===== config.mk =====
export PLATFORM = sky130hd
export DESIGN_NAME = seq_sub_nibble
export DESIGN_NICKNAME = d
export VERILOG_FILES = /design/src/rtl/seq_sub_nibble_pkg.sv /design/src/rtl/seq_sub_nibble_sub4.sv /design/src/rtl/seq_sub_nibble.sv
export SDC_FILE = /design/constraint.sdc
export NUM_CORES = 1
export LEC_CHECK = 0
export ABC_AREA = 1
export BUFFER_PORTS_ARGS = -buffer_cell sky130_fd_sc_hd__buf_2
export CAP_MARGIN = 20
export CORE_MARGIN = 5
export CORE_UTILIZATION = 35
export DETAILED_ROUTE_END_ITERATION = 8
export SETUP_SLACK_MARGIN = 0.05
export SLEW_MARGIN = 30
export SYNTH_ARGS = -nofsm -noshare
export SYNTH_HDL_FRONTEND = slang
export SYNTH_SLANG_ARGS = --single-unit
export TNS_END_PERCENT = 5

===== constraint.sdc =====
create_clock -name clk -period 5.4 [get_ports clk]
set_input_delay 0.27 -clock clk [delete_from_list [all_inputs] [get_ports clk]]
set_output_delay 0.27 -clock clk [all_outputs]
set_load 0.005 [all_outputs]

===== src/rtl/seq_sub_nibble_pkg.sv =====
// Shared definitions for the nibble-serial subtractor.
//   state_t    : controller states (IDLE, RUN, DONE)
//   NIBBLE_W   : width of one arithmetic slice
//   idx_width  : width of the nibble index, clog2(n) with a floor of 1
package seq_sub_nibble_pkg;

    typedef enum logic [1:0] {
        IDLE = 2'd0,
        RUN  = 2'd1,
        DONE = 2'd2
    } state_t;

    localparam int NIBBLE_W = 4;

    function automatic int idx_width(input int n);
        return (n > 1) ? $clog2(n) : 1;
    endfunction

endpackage


===== src/rtl/seq_sub_nibble_sub4.sv =====
// Combinational 4-bit ripple-borrow subtractor: {bo, d} = a - b - bi.
// Ports:
//   a, b : 4-bit minuend / subtrahend
//   bi   : borrow in
//   d    : 4-bit difference
//   bo   : borrow out of bit 3
module seq_sub_nibble_sub4 (
    input  logic [3:0] a,
    input  logic [3:0] b,
    input  logic       bi,
    output logic [3:0] d,
    output logic       bo
);

    logic [4:0] br;

    always_comb begin
        br    = '0;
        d     = '0;
        br[0] = bi;
        for (int i = 0; i < 4; i++) begin
            d[i]    = a[i] ^ b[i] ^ br[i];
            // borrow when a<b at this bit, or equal bits with a pending borrow
            br[i+1] = (~a[i] & b[i]) | (~(a[i] ^ b[i]) & br[i]);
        end
        bo = br[4];
    end

endmodule


===== src/rtl/seq_sub_nibble.sv =====
// Multi-cycle subtractor: diff = a - b - bin, one nibble per clock through a
// single shared 4-bit slice. The inter-nibble borrow lives in borrow_reg.
// Ports:
//   clk, rst             : clock, synchronous active-high reset
//   in_valid / in_ready  : operand handshake (ready only in IDLE)
//   a, b, bin            : operands and borrow-in
//   out_valid / out_ready: result handshake (valid only in DONE)
//   diff, borrow         : result and final borrow
//   zero, neg, ovf       : flags registered when the last nibble completes
module seq_sub_nibble
    import seq_sub_nibble_pkg::*;
#(
    parameter int NIBBLES = 2
) (
    input  logic                          clk,
    input  logic                          rst,
    input  logic                          in_valid,
    output logic                          in_ready,
    input  logic [NIBBLE_W*NIBBLES-1:0]   a,
    input  logic [NIBBLE_W*NIBBLES-1:0]   b,
    input  logic                          bin,
    output logic                          out_valid,
    input  logic                          out_ready,
    output logic [NIBBLE_W*NIBBLES-1:0]   diff,
    output logic                          borrow,
    output logic                          zero,
    output logic                          neg,
    output logic                          ovf
);

    localparam int W  = NIBBLE_W * NIBBLES;
    localparam int IW = idx_width(NIBBLES);
    localparam logic [IW-1:0] LAST = IW'(NIBBLES - 1);

    state_t                state, state_nx;
    logic [IW-1:0]         idx;
    logic [W-1:0]          a_reg, b_reg, diff_reg, diff_nx;
    logic                  borrow_reg;
    logic                  borrow_q, zero_q, neg_q, ovf_q;
    logic [NIBBLE_W-1:0]   a_nib, b_nib, d_nib;
    logic                  bo_nib;
    logic                  accept, run, last;

    // Nibble select by index; explicit mux keeps widths clean.
    always_comb begin
        a_nib   = '0;
        b_nib   = '0;
        diff_nx = diff_reg;
        for (int i = 0; i < NIBBLES; i++) begin
            if (idx == IW'(i)) begin
                a_nib = a_reg[i*NIBBLE_W +: NIBBLE_W];
                b_nib = b_reg[i*NIBBLE_W +: NIBBLE_W];
                diff_nx[i*NIBBLE_W +: NIBBLE_W] = d_nib;
            end
        end
    end

    seq_sub_nibble_sub4 u_sub4 (
        .a  (a_nib),
        .b  (b_nib),
        .bi (borrow_reg),
        .d  (d_nib),
        .bo (bo_nib)
    );

    always_ff @(posedge clk) begin
        if (rst) state <= IDLE;
        else     state <= state_nx;
    end

    always_comb begin
        state_nx  = state;
        in_ready  = 1'b0;
        out_valid = 1'b0;
        case (state)
            IDLE: begin
                in_ready = 1'b1;
                if (in_valid) state_nx = RUN;
            end
            RUN: begin
                if (idx == LAST) state_nx = DONE;
            end
            DONE: begin
                out_valid = 1'b1;
                if (out_ready) state_nx = IDLE;
            end
            default: state_nx = IDLE;
        endcase
    end

    assign accept = (state == IDLE) & in_valid;
    assign run    = (state == RUN);
    assign last   = (idx == LAST);

    always_ff @(posedge clk) begin
        if (rst) begin
            idx        <= '0;
            a_reg      <= '0;
            b_reg      <= '0;
            diff_reg   <= '0;
            borrow_reg <= 1'b0;
            borrow_q   <= 1'b0;
            zero_q     <= 1'b0;
            neg_q      <= 1'b0;
            ovf_q      <= 1'b0;
        end else if (accept) begin
            a_reg      <= a;
            b_reg      <= b;
            borrow_reg <= bin;
            idx        <= '0;
        end else if (run) begin
            diff_reg   <= diff_nx;
            borrow_reg <= bo_nib;
            if (last) begin
                // flags use the merged diff, which includes this last nibble
                borrow_q <= bo_nib;
                zero_q   <= (diff_nx == '0);
                neg_q    <= diff_nx[W-1];
                ovf_q    <= (a_reg[W-1] ^ b_reg[W-1]) & (diff_nx[W-1] ^ a_reg[W-1]);
            end else begin
                idx <= idx + IW'(1);
            end
        end
    end

    // Final borrow kept apart from borrow_reg so it survives a new accept's bin load.
    assign diff   = diff_reg;
    assign borrow = borrow_q;
    assign zero   = zero_q;
    assign neg    = neg_q;
    assign ovf    = ovf_q;

endmodule


-- Yosys cells after proc, flatten, opt, wreduce, memory -nomap -nowiden
Cells that the tools add are included.
- output and inout bits: 14
- input bits: 21
- flip-flop bits (word level): 32
- equal/unequal tests: 5
- add/sub/neg operators: 1
- multiplexer cells: 13
- reductions and logical operators: 7
- bitwise gates (word level): 33
- operators by type and width (cell ; count):
    $mux 4 ; 4
    $and 1x1->1 ; 10
    $xor 1x1->1 ; 10
    $not 1->1 ; 9
    $logic_not 8->1 ; 1
    $mux 2 ; 3
    $ne 2x2->1 const B ; 3
    $pmux 2 s3 ; 1
    $reduce_and 3->1 ; 2
    $mux 1 ; 5
    $or 1x1->1 ; 4
    $eq 2x1->1 const B ; 1
    $eq 2x2->1 const B ; 1
    $logic_not 2->1 ; 1
    $reduce_and 2->1 ; 1
    $reduce_bool 2->1 ; 1
    $reduce_or 2->1 ; 1
    $add 1x1->1 const B ; 1

-- Logic depth before layout (Yosys ltp)
Gate-level depths: netlist of run 1.
- depth in word-level cells: 13
- gate-level depth with buffers: 14

-- Modules after synthesis
From an unflattened synthesis of run 1, not the netlist that was laid out.
- cells, all modules: 198
- area total of the unflattened synthesis: 1426.4 um^2
- modules (own cells, without submodules) (module ; area an instance (um^2) ; instances ; sequential area each (um^2) ; cells each):
    seq_sub_nibble ; 1308.8 ; 1 ; 640.6 ; 184
    seq_sub_nibble_sub4 ; 117.6 ; 1 ; 0.0 ; 14

-- Least setup slack after synthesis of run 1
OpenSTA, ideal clock, no wires.
- kind: register -> register
- start: register idx
- end: register ovf_q, in the netlist ovf
- arrival time: 2.613 ns
- library setup time: 0.109 ns
- path slack: 2.678 ns
- path buffers: 1
- period minus slack after synthesis: 2.722 ns
- cell stages (with the launch flop): 14
- cell sequence: dfxtp_1 buf_2 mux2i_1 fa_1 fa_1 fa_1 inv_1 fa_1 nand2_1 nand2_1 nand2_1 nand3_1 nand2_1 inv_1
- cells in the longest elaborated chain, start to end: 13
- elaborated cells on any way between the ends: 26
- RTL lines (element ; line ; text):
    from (decl) ; seq_sub_nibble.sv:36 ; logic [IW-1:0] idx;
    from (signal assigned) ; seq_sub_nibble.sv:121 ; idx <= idx + IW'(1);
    $mux 4 ; seq_sub_nibble.sv:50 ; if (idx == IW'(i)) begin
    $xor 1x1->1 ; seq_sub_nibble_sub4.sv:24 ; br[i+1] = (~a[i] & b[i]) | (~(a[i] ^ b[i]) & br[i]);
    $not 1->1 ; seq_sub_nibble_sub4.sv:24 ;
    $and 1x1->1 ; seq_sub_nibble_sub4.sv:24 ;
    $or 1x1->1 ; seq_sub_nibble_sub4.sv:24 ;
    $and 1x1->1 ; seq_sub_nibble_sub4.sv:24 ;
    $or 1x1->1 ; seq_sub_nibble_sub4.sv:24 ;
    $and 1x1->1 ; seq_sub_nibble_sub4.sv:24 ;
    $or 1x1->1 ; seq_sub_nibble_sub4.sv:24 ;
    $xor 1x1->1 ; seq_sub_nibble_sub4.sv:22 ; d[i] = a[i] ^ b[i] ^ br[i];
    $mux 4 ; seq_sub_nibble.sv:50 ;
    $xor 1x1->1 ; seq_sub_nibble.sv:119 ; ovf_q <= (a_reg[W-1] ^ b_reg[W-1]) & (diff_nx[W-1] ^ a_reg[W-1]);
    $and 1x1->1 ; seq_sub_nibble.sv:119 ;
    to (signal assigned) ; seq_sub_nibble.sv:119 ;
    to (decl) ; seq_sub_nibble.sv:39 ; logic borrow_q, zero_q, neg_q, ovf_q;
Parallel ways exist; a longest one is shown, timed or not.
A chain may end at the register's enable or synchronous reset.

-- Final worst setup path of run 1
- start: register idx
- end: register neg_q, in the netlist neg
- cells in the longest elaborated chain, start to end: 11
- elaborated cells on any way between the ends: 24
- RTL lines (element ; line ; text):
    $mux 4 ; seq_sub_nibble.sv:50 ;
    $xor 1x1->1 ; seq_sub_nibble_sub4.sv:24 ;
    $not 1->1 ; seq_sub_nibble_sub4.sv:24 ;
    $and 1x1->1 ; seq_sub_nibble_sub4.sv:24 ;
    $or 1x1->1 ; seq_sub_nibble_sub4.sv:24 ;
    $and 1x1->1 ; seq_sub_nibble_sub4.sv:24 ;
    $or 1x1->1 ; seq_sub_nibble_sub4.sv:24 ;
    $and 1x1->1 ; seq_sub_nibble_sub4.sv:24 ;
    $or 1x1->1 ; seq_sub_nibble_sub4.sv:24 ;
    $xor 1x1->1 ; seq_sub_nibble_sub4.sv:22 ;
    $mux 4 ; seq_sub_nibble.sv:50 ;
    to (signal assigned) ; seq_sub_nibble.sv:118 ; neg_q <= diff_nx[W-1];
    to (decl) ; seq_sub_nibble.sv:39 ;
Parallel ways exist; a longest one is shown, timed or not.

==> impl_summary.txt, run 1 <==
----------------------------------------------------
[Yosys]
  Yosys warns ... 0
  Portion of the post-synthesis area used by sequential elements ... a little under half
  Number of different library cells in the post-synthesis netlist ... 17
  Number of instances in the synthesized netlist ... 185
  Post-synth top area cell ... dfxtp_1
  Net count after synthesis ... 210
  Top post-synthesis cells by area ... dfxtp_1 46%, nor2_1 11%, o21ai_0 10%
  Mapped cell area ... around 0.0014 sq mm
  Area fraction of the dominant cell type after synthesis ... 46.25%
  Synthesized area divided by synthesized cell count ... 7.487 sq um
  Flops & latches, synth ... 32

[Die]
  Die X ... 72.91 um
  Effective utilization at floorplan ... 37.00%
  Std cell rows ... 22
  CORE AREA ... 0.003744 sq mm
  Die span in y ... 72.91 um
  Die outline area ... 0.005315 sq mm
  IO Count ... 35

[Drt]
  Wire length per cell ... 10.61 um
  Antenna violation net count after detailed routing ... 0
  Number of DRC violations after detailed routing ... 0
  Initial DRT Pass Iterations ... 4
  Number of DRC markers in iteration 0 ... 30
  Mean number of vias per cell ... 4.474
  Drt total wl ... 2821 um
  Via Count ... about 1,200

[GRT]
  Initial antenna violation count ... 0
  Maximum number of pins on one net before global-route repair ... 24
  Tot GR Track Use ... 12.39%
  Global-route wire length before repair ... around 5000 um
  Total congestion overflow after global routing ... 0
  Vias in the first global route ... between 1,000 and 1,500

[Timing]
  Highest achievable clock rate ... 318.2 MHz
  Max-slew violation total from the final report ... 0
  Setup_tns ... 0 ns
  Headroom to the max-slew limit ... 68.50%
  Count of endpoints failing hold in the final timing report ... 0
  Count of endpoints failing setup in the final report ... 0
  Worst clock skew on the final layout ... 0.008032 ns
  Slew @ Worst Pin ... 0.4720 ns
  Min Tclk post-route ... 3.143 ns
  Hold slack ... 0.2376 ns
  Post-route clock period utilization ... 58.20%
  Setup repair after global routing missed its margin ... no

[Setup path]
  Kind of end point of the critical path ... flip-flop
  Critical path type ... reg -> reg
  Arrival time at the worst endpoint ... 3.31 ns
  Minimum setup slack among reg-to-reg paths ... 2.26 ns
  Endpoint of the worst-slack reg-to-reg timing path ... neg$_SDFFE_PP0P_
  CP max-delay cell ... dfxtp_1
  CP Max Fanout ... 12
  CP Launch Point ... idx$_SDFFE_PP0P_
  CP Cell Sequence ... inv_1 > nand2_1 > nand2_1 > fa_1 > fa_1 > fa_1 > inv_1 > fa_1 > nor2_1 > nor2_1 > o21a_1
  Delay of the slowest critical-path stage ... 0.60 ns
  Required time at the worst-slack endpoint ... 5.57 ns
  CP most frequent cell ... fa_1
  Worst Reg2Reg Path Length in Cells ... 11
  Startpoint type of the worst setup path ... flip-flop
  Startpoint of the most critical register-to-register path ... idx$_SDFFE_PP0P_
  Critical Path End ... neg$_SDFFE_PP0P_

[Placed design]
  Count of buffers from port buffering ... 34
  Placed wire-length estimate ... 2116 um
  Routability cong. ... around 0.73
  Cell count after placement ... 259

[CTS]
  H-tree Lvls ... 2
  Max clock buf depth ... 2
  Source-to-sink clock delay at the later pin of the worst-skew pair ... 0.28 ns
  CTS Root Cell ... clkbuf_8
  Clock Sinks ... 32
  CTS Buf Count ... 5
  Clock transition at the register clock pins on the worst setup and hold paths after CTS ... 0.06 ns
  TritonCTS clock tree ... yes
  Number of buffers inserted by hold repair at cts ... 0
  Buffer count from post-CTS setup fixing ... 0
  Resized Gates After CTS ... 0

[Layout]
  FF/Latch Area ... about 640 sq um
  Area delta synth->final ... 19.15%
  Number of fill cells ... 425
  Net count reported at finish ... 243
  Area taken by multi-input logic gates ... slightly above 600 sq um
  ANT cells ... 0
  Share of post-route cells with drive strength above 1 ... between 10% and 20%
  Final std cells w/o fill ... about 270

[Power]
  Switch share ... 28.11%
  Worst supply voltage drop on vdd ... 0.1589 mV
  Part of the total power dissipated in sequential elements ... 50.0%
  Clock network fraction of design power ... 31.2%
  Power per cell area ... 323.7 mW/mm^2
  Leak pwr ... 0.7825 nW
  Switching power of the nets ... ~0.15 mW
  Internal power ... 0.3840 mW
  Overall power after layout ... 0.5342 mW
  Combinational share of power ... 18.9%

[Hold path]
  Class of the worst hold path ... in -> reg
  Depth of the worst hold-timing path ... 3

[Run status]
  Run status ... finished, final reports clean

[Flow run]
  # Max-Cap Violations ... 0

----------------------------------------------------
-- cell usage after synthesis --
library cell / count
a211oi_1: 1
a21oi_1: 11
buf_2: 4
buf_6: 1
clkbuf_1: 3
dfxtp_1: 32
fa_1: 4
inv_1: 23
inv_2: 1
mux2i_1: 3
nand2_1: 26
nand2_2: 1
nand3_1: 4
nor2_1: 39
nor2_2: 1
o21a_1: 3
o21ai_0: 28
-- cell usage in the layout (no fill, tap or decap), drive strengths merged --
cell,netlist,final
dfxtp,32,32
o21a,3,3
inv,24,24
a211oi,1,1
nand3,4,4
buf,5,34
nor2,40,40
fa,4,4
clkinv,0,1
a21oi,11,11
o21ai,28,28
mux2i,3,3
nand2,27,27
clkbuf,3,6
-- how the worst min path moves through the flow --
stage                     slack (ns)                    end             startpoint
after global routing            0.24  a_reg[2]$_SDFFE_PP0P_                   a[2]
final                           0.24  a_reg[6]$_SDFFE_PP0P_                   a[6]
after detailed placement        0.44   diff[6]$_SDFFE_PP0P_   diff[6]$_SDFFE_PP0P_
after CTS                       0.23  a_reg[2]$_SDFFE_PP0P_                   a[2]
after global placement          0.43   diff[5]$_SDFFE_PP0P_   diff[5]$_SDFFE_PP0P_
after floorplan                 0.42  b_reg[1]$_SDFFE_PP0P_  b_reg[1]$_SDFFE_PP0P_
-- metrics by stage --
step           worst slack, ns  instance area, sq um  utilization, %
2_1_floorplan            2.678                  1385               -
3_3_place_gp             2.342                  1573           42.01
3_5_place_dp             2.254                  1573           42.01
4_1_cts                  2.238                  1650           44.08
5_1_grt                  2.019                  1650           44.08
6_report                 2.257                  1650           44.08
-- routing by layer --
| layer | track usage (%) | routed length [um] |
|---|---|---|
| met2 | 19.04 | 1235 |
| met4 | 7.377 | 56 |
| met5 | 0 | 0 |
| met1 | 14.85 | 1342 |
| met3 | 4.270 | 186 |
-- cell type report --
| class | instances | share of cell area [%] |
|---|---|---|
| clock inverter | 1 | 0.3033 |
| tap | 48 | 3.639 |
| multi-input combinational | 121 | 37.07 |
| timing repair buffer | 34 | 10.31 |
| sequential | 32 | 38.82 |
| inverter | 24 | 5.459 |
| clock buffer | 6 | 4.397 |
-- power groups by stage --
stage	clock, mW	sequential (mW)	combinational [mW]
after floorplan	0	0.269	0.0750
after global placement	0	0.272	0.101
after detailed placement	0	0.272	0.103
after CTS	0.174	0.267	0.103
after global routing	0.183	0.269	0.120
final	0.167	0.267	0.101
-- kinds of logic (layout without fill, tap and decap cells) --
family	Yosys count	count (layout)	share of synthesized area, %
buf+inv	32	65	9.575
compound gates	43	43	16.26
flops	32	32	46.25
simple gates	71	71	19.96
mux	3	3	2.168
fa+ha+maj	4	4	5.782
-- worst max-delay path: cells and delay by family (launching register included) --
kind                     cells  cell delay, ns
buffers and inverters        2            0.30
adder cells (fa/ha/maj)      4            1.59
AO/OA/AOI/OAI                1            0.11
flip-flops                   1            0.60
AND/OR/NAND/NOR              4            0.43
(Power assumes the default switching activity.)
==> run 2: changes to the inputs <==
--- a/config.mk
+++ b/config.mk
@@ -5,7 +5,7 @@
 export SDC_FILE = /design/constraint.sdc
 export NUM_CORES = 1
 export LEC_CHECK = 0
-export ABC_AREA = 1
+export ABC_AREA = 0
 export BUFFER_PORTS_ARGS = -buffer_cell sky130_fd_sc_hd__buf_2
 export CAP_MARGIN = 20
 export CORE_MARGIN = 5
==> constraint.sdc (replaced) <==
create_clock -name clk -period 2.9 [get_ports clk]
set_input_delay 0.145 -clock clk [delete_from_list [all_inputs] [get_ports clk]]
set_output_delay 0.145 -clock clk [all_outputs]
set_load 0.005 [all_outputs]
==> run 2 against run 1 <==
Via count fell by 6.4%; the run now ends with negative setup slack left; critical path depth down 3; clock-buffer cell count is the same; utilization down 0.57 points; largest power group unchanged; global-route usage down 0.74 points.
==> impl_summary.txt, run 2 <==
----------------------------------------------------
[Yosys]
  Top post-synthesis cells by area ... dfxtp_1 45%, nand2_1 9.3%, a21oi_1 7.8%
  Most frequent cells after synthesis ... 35 x nand2_1, 32 x dfxtp_1, 22 x a21oi_1
  Portion of the post-synthesis area used by sequential elements ... 45.31% (-0.94 points)
  Synth async-reset ratio ... 0% (unchanged)
  Number of different library cells in the post-synthesis netlist ... 29 (+12)
  Number of instances in the synthesized netlist ... 154 (-17%)
  Most repeated cell in the gate-level netlist after synthesis ... nand2_1
  Leading register cell type out of synthesis ... dfxtp_1
  Number of enable flip-flop cells after synthesis ... 0 (unchanged)
  Yosys warns ... 0 (unchanged)
  Net count after synthesis ... 179 (-15%)
  Synthesized area divided by synthesized cell count ... 9.181 sq um (+23%)
  Post-synth top area cell ... dfxtp_1
  Area fraction of the dominant cell type after synthesis ... 45.31% (-0.94 points)
  Mapped cell area ... 0.001414 sq mm (+2.1%)
  Flops & latches, synth ... 32 (unchanged)

[Die]
  Std cell rows ... 23 (+4.5%)
  Die outline area ... 0.005410 sq mm (+1.8%)
  CORE AREA ... 0.003971 sq mm (+6.1%)
  Die X ... 73.56 um (+0.89%)
  Effective utilization at floorplan ... 35.60% (-1.4 points)
  Die span in y ... 73.56 um (+0.89%)
  IO Count ... 35 (unchanged)

[CTS]
  Source-to-sink clock delay at the later pin of the worst-skew pair ... 0.28 ns (about the same)
  CTS Root Cell ... clkbuf_8
  TritonCTS clock tree ... yes
  CTS Buf Count ... 5 (unchanged)
  Number of buffers inserted by hold repair at cts ... 0 (unchanged)
  Clock Sinks ... 32 (unchanged)
  Max clock buf depth ... 2 (unchanged)
  Clock transition at the register clock pins on the worst setup and hold paths after CTS ... 0.07 ns (about the same)
  H-tree Lvls ... 2 (unchanged)

[Drt]
  Initial DRT Pass Iterations ... 4 (unchanged)
  Drt total wl ... 2965 um (+5.1%)
  Number of DRC violations after detailed routing ... 0 (unchanged)
  Via Count ... 1,114 (-6.4%)
  Mean number of vias per cell ... 4.622 (+3.3%)
  Wire length per cell ... 12.30 um (+16%)
  Antenna violation net count after detailed routing ... 0 (unchanged)
  Number of DRC markers in iteration 0 ... 47 (+57%)

[Run status]
  Violations in the final reports ... negative setup slack
  Run status ... complete, but fails checks

[Timing]
  Highest achievable clock rate ... 344.4 MHz (+8.2%)
  Slew @ Worst Pin ... 0.6762 ns (+0.2043 ns)
  Headroom to the max-slew limit ... 54.87% (-14 points)
  Setup repair after global routing missed its margin ... yes
  Count of endpoints failing setup in the final report ... 1 (+1)
  Max-slew violation total from the final report ... 0 (unchanged)
  Setup_tns ... -0.003971 ns (-0.003971 ns)
  Worst clock skew on the final layout ... 0.003847 ns (-0.004185 ns)
  Worst setup slack after layout ... -0.003971 ns (-2.261 ns)
  Post-route clock period utilization ... 100.1% (+42 points)
  Count of endpoints failing hold in the final timing report ... 0 (unchanged)
  Min Tclk post-route ... 2.904 ns (-0.2387 ns)

[Placed design]
  Placed Area ... 0.001610 sq mm (+2.4%)
  Count of buffers from port buffering ... 34 (unchanged)
  Worst slack at placement ... -0.01930 ns (-2.273 ns)
  Cell count after placement ... 231 (-11%)
  Placed wire-length estimate ... 2097 um (-0.89%)
  Routability cong. ... 0.7051 (-3.4%)

[Layout]
  Final standard cell utilization of the core ... 43.51% (-0.57 points)
  Most common cell after layout, fill and taps aside ... nand2_1
  Share of post-route cells with drive strength above 1 ... 32.46% (+13 points)
  Number of fill cells ... 415 (-2.4%)
  Final std cells w/o fill ... 241 (-9.4%)
  ANT cells ... 0 (unchanged)
  Area delta synth->final ... 22.21%
  Net count reported at finish ... 215 (-12%)
  Most frequent cells in the layout ... 35 x nand2_1, 34 x buf_2, 31 x dfxtp_1, 22 x a21oi_1, 11 x nor2_1
  Fin area ... 0.001728 sq mm (+4.7%)

[Power]
  Switch share ... 27.04% (-1.1 points)
  Combinational share of power ... 20.4% (+1.5 points)
  Internal power ... 0.7695 mW (+100%)
  Switching power of the nets ... 0.2852 mW (+90%)
  Power per cell area ... 610.4 mW/mm^2 (+89%)
  Worst supply voltage drop on vdd ... 0.3138 mV (+97%)
  Clock network fraction of design power ... 32.8% (+1.6 points)
  Leak pwr ... 0.7086 nW (-9.4%)
  Part of the total power dissipated in sequential elements ... 46.8% (-3.2 points)

[GRT]
  Total congestion overflow after global routing ... 0 (unchanged)
  Vias in the first global route ... 1,006 (-15%)
  Tot GR Track Use ... 11.65% (-0.74 points)
  Global-route wire length before repair ... 4671 um (-7.5%)
  Maximum number of pins on one net before global-route repair ... 34 (+42%)
  Initial antenna violation count ... 0 (unchanged)

[Setup path]
  CP Max Fanout ... 3 (-9)
  Critical path type ... reg -> reg
  Kind of end point of the critical path ... flip-flop
  Arrival time at the worst endpoint ... 3.10 ns (-0.21 ns)
  Family with the most delay on the worst path ... adder cells
  Cell depth of the worst setup path ... 8 (-3)
  Required time at the worst-slack endpoint ... 3.10 ns (-2.47 ns)
  Delay of the slowest critical-path stage ... 0.45 ns (-0.15 ns)
  CP most frequent cell ... fa_2
  Startpoint type of the worst setup path ... flip-flop
  Worst Reg2Reg Path Length in Cells ... 8 (-3)
  CP Cell Sequence ... mux2_4 > fa_2 > fa_2 > fa_2 > inv_2 > fa_2 > or3b_4 > a311oi_1
  Bufs and invs on worst path ... 1 (-1)
  CP max-delay cell ... fa_2

[Hold path]
  Depth of the worst hold-timing path ... 3 (unchanged)
  Class of the worst hold path ... in -> reg

[Flow run]
  # Max-Cap Violations ... 0 (unchanged)

----------------------------------------------------
[run 2: per-stage QoR]
step           total power, mW  hold slack, ns
3_5_place_dp            0.7031          0.3921
2_1_floorplan           0.6442          0.2810
4_1_cts                  1.065         0.08717
3_3_place_gp            0.7026          0.3891
5_1_grt                  1.118         0.08843
6_report                 1.055         0.09765
[run 2: layout make-up]
type,count,area [sq um],area share [%]
Timing Repair Buffer,39,207.7,12.02
Clock inverter,2,10.01,0.5793
Inverter,3,11.26,0.6517
Multi-Input combinational cell,109,711.9,41.20
Tap cell,50,62.56,3.621
Sequential cell,32,641.9,37.15
Clock buffer,6,82.58,4.779
[run 2: cells by family (layout without fill, tap and decap cells)]
logic type,after synthesis,count (layout),share of synthesized area (%)
muxes,9,9,6.726
buffers and inverters,13,50,6.017
and+or+nand+nor,63,63,22.66
adders and majority gates,4,4,5.664
AOI/OAI and AO/OA,33,33,13.63
DFF,32,32,45.31
[run 2: power by group through the flow]
| stage | clock [mW] | combinational (mW) | sequential, mW |
|---|---|---|---|
| 6_report | 0.346 | 0.215 | 0.494 |
| 5_1_grt | 0.377 | 0.243 | 0.498 |
| 4_1_cts | 0.358 | 0.214 | 0.494 |
| 3_5_place_dp | 0 | 0.199 | 0.504 |
| 3_3_place_gp | 0 | 0.199 | 0.504 |
| 2_1_floorplan | 0 | 0.148 | 0.496 |
[run 2: repair_timing]
| item | 4_1_cts | 5_1_grt |
|---|---|---|
| setup endpoints to repair | 2 | 5 |
| gates resized for setup | 1 | 2 |
| cloned | 0 | 0 |
| pin swaps | 2 | 0 |
| buffers inserted | 2 | 0 |
[run 2: layer usage]
| metal | vias to the layer above | GRT usage (%) | wire [um] | share of wire (%) |
|---|---|---|---|---|
| met5 | - | 0 | 0 | 0 |
| met4 | 0 | 5.433 | 44 | 1.5 |
| li1 | 594 | - | - | - |
| met2 | 31 | 16.04 | 1186 | 40 |
| met3 | 5 | 4.925 | 252 | 8.5 |
| met1 | 484 | 15.63 | 1481 | 50 |
[run 2: path summary, 6_finish.rpt]
kind	from	slack, ns	end
hold / removal	b[1]	0.1	b_reg[1]$_SDFFE_PP0P_
hold reg to reg	diff[7]$_SDFFE_PP0P_	0.45	diff[7]$_SDFFE_PP0P_
setup / recovery	idx$_SDFFE_PP0P_	-0.004	ovf$_SDFFE_PP0P_
setup reg to reg	idx$_SDFFE_PP0P_	-0.004	ovf$_SDFFE_PP0P_
[run 2: worst reg2reg max path: cells and delay by family (launching register included)]
kind                       cells  cell delay (ns)
and+or+nand+nor                1             0.40
AOI/OAI and AO/OA              1             0.19
buffers and inverters          1             0.06
muxes                          1             0.31
DFF                            1             0.35
adders and majority gates      4             1.52
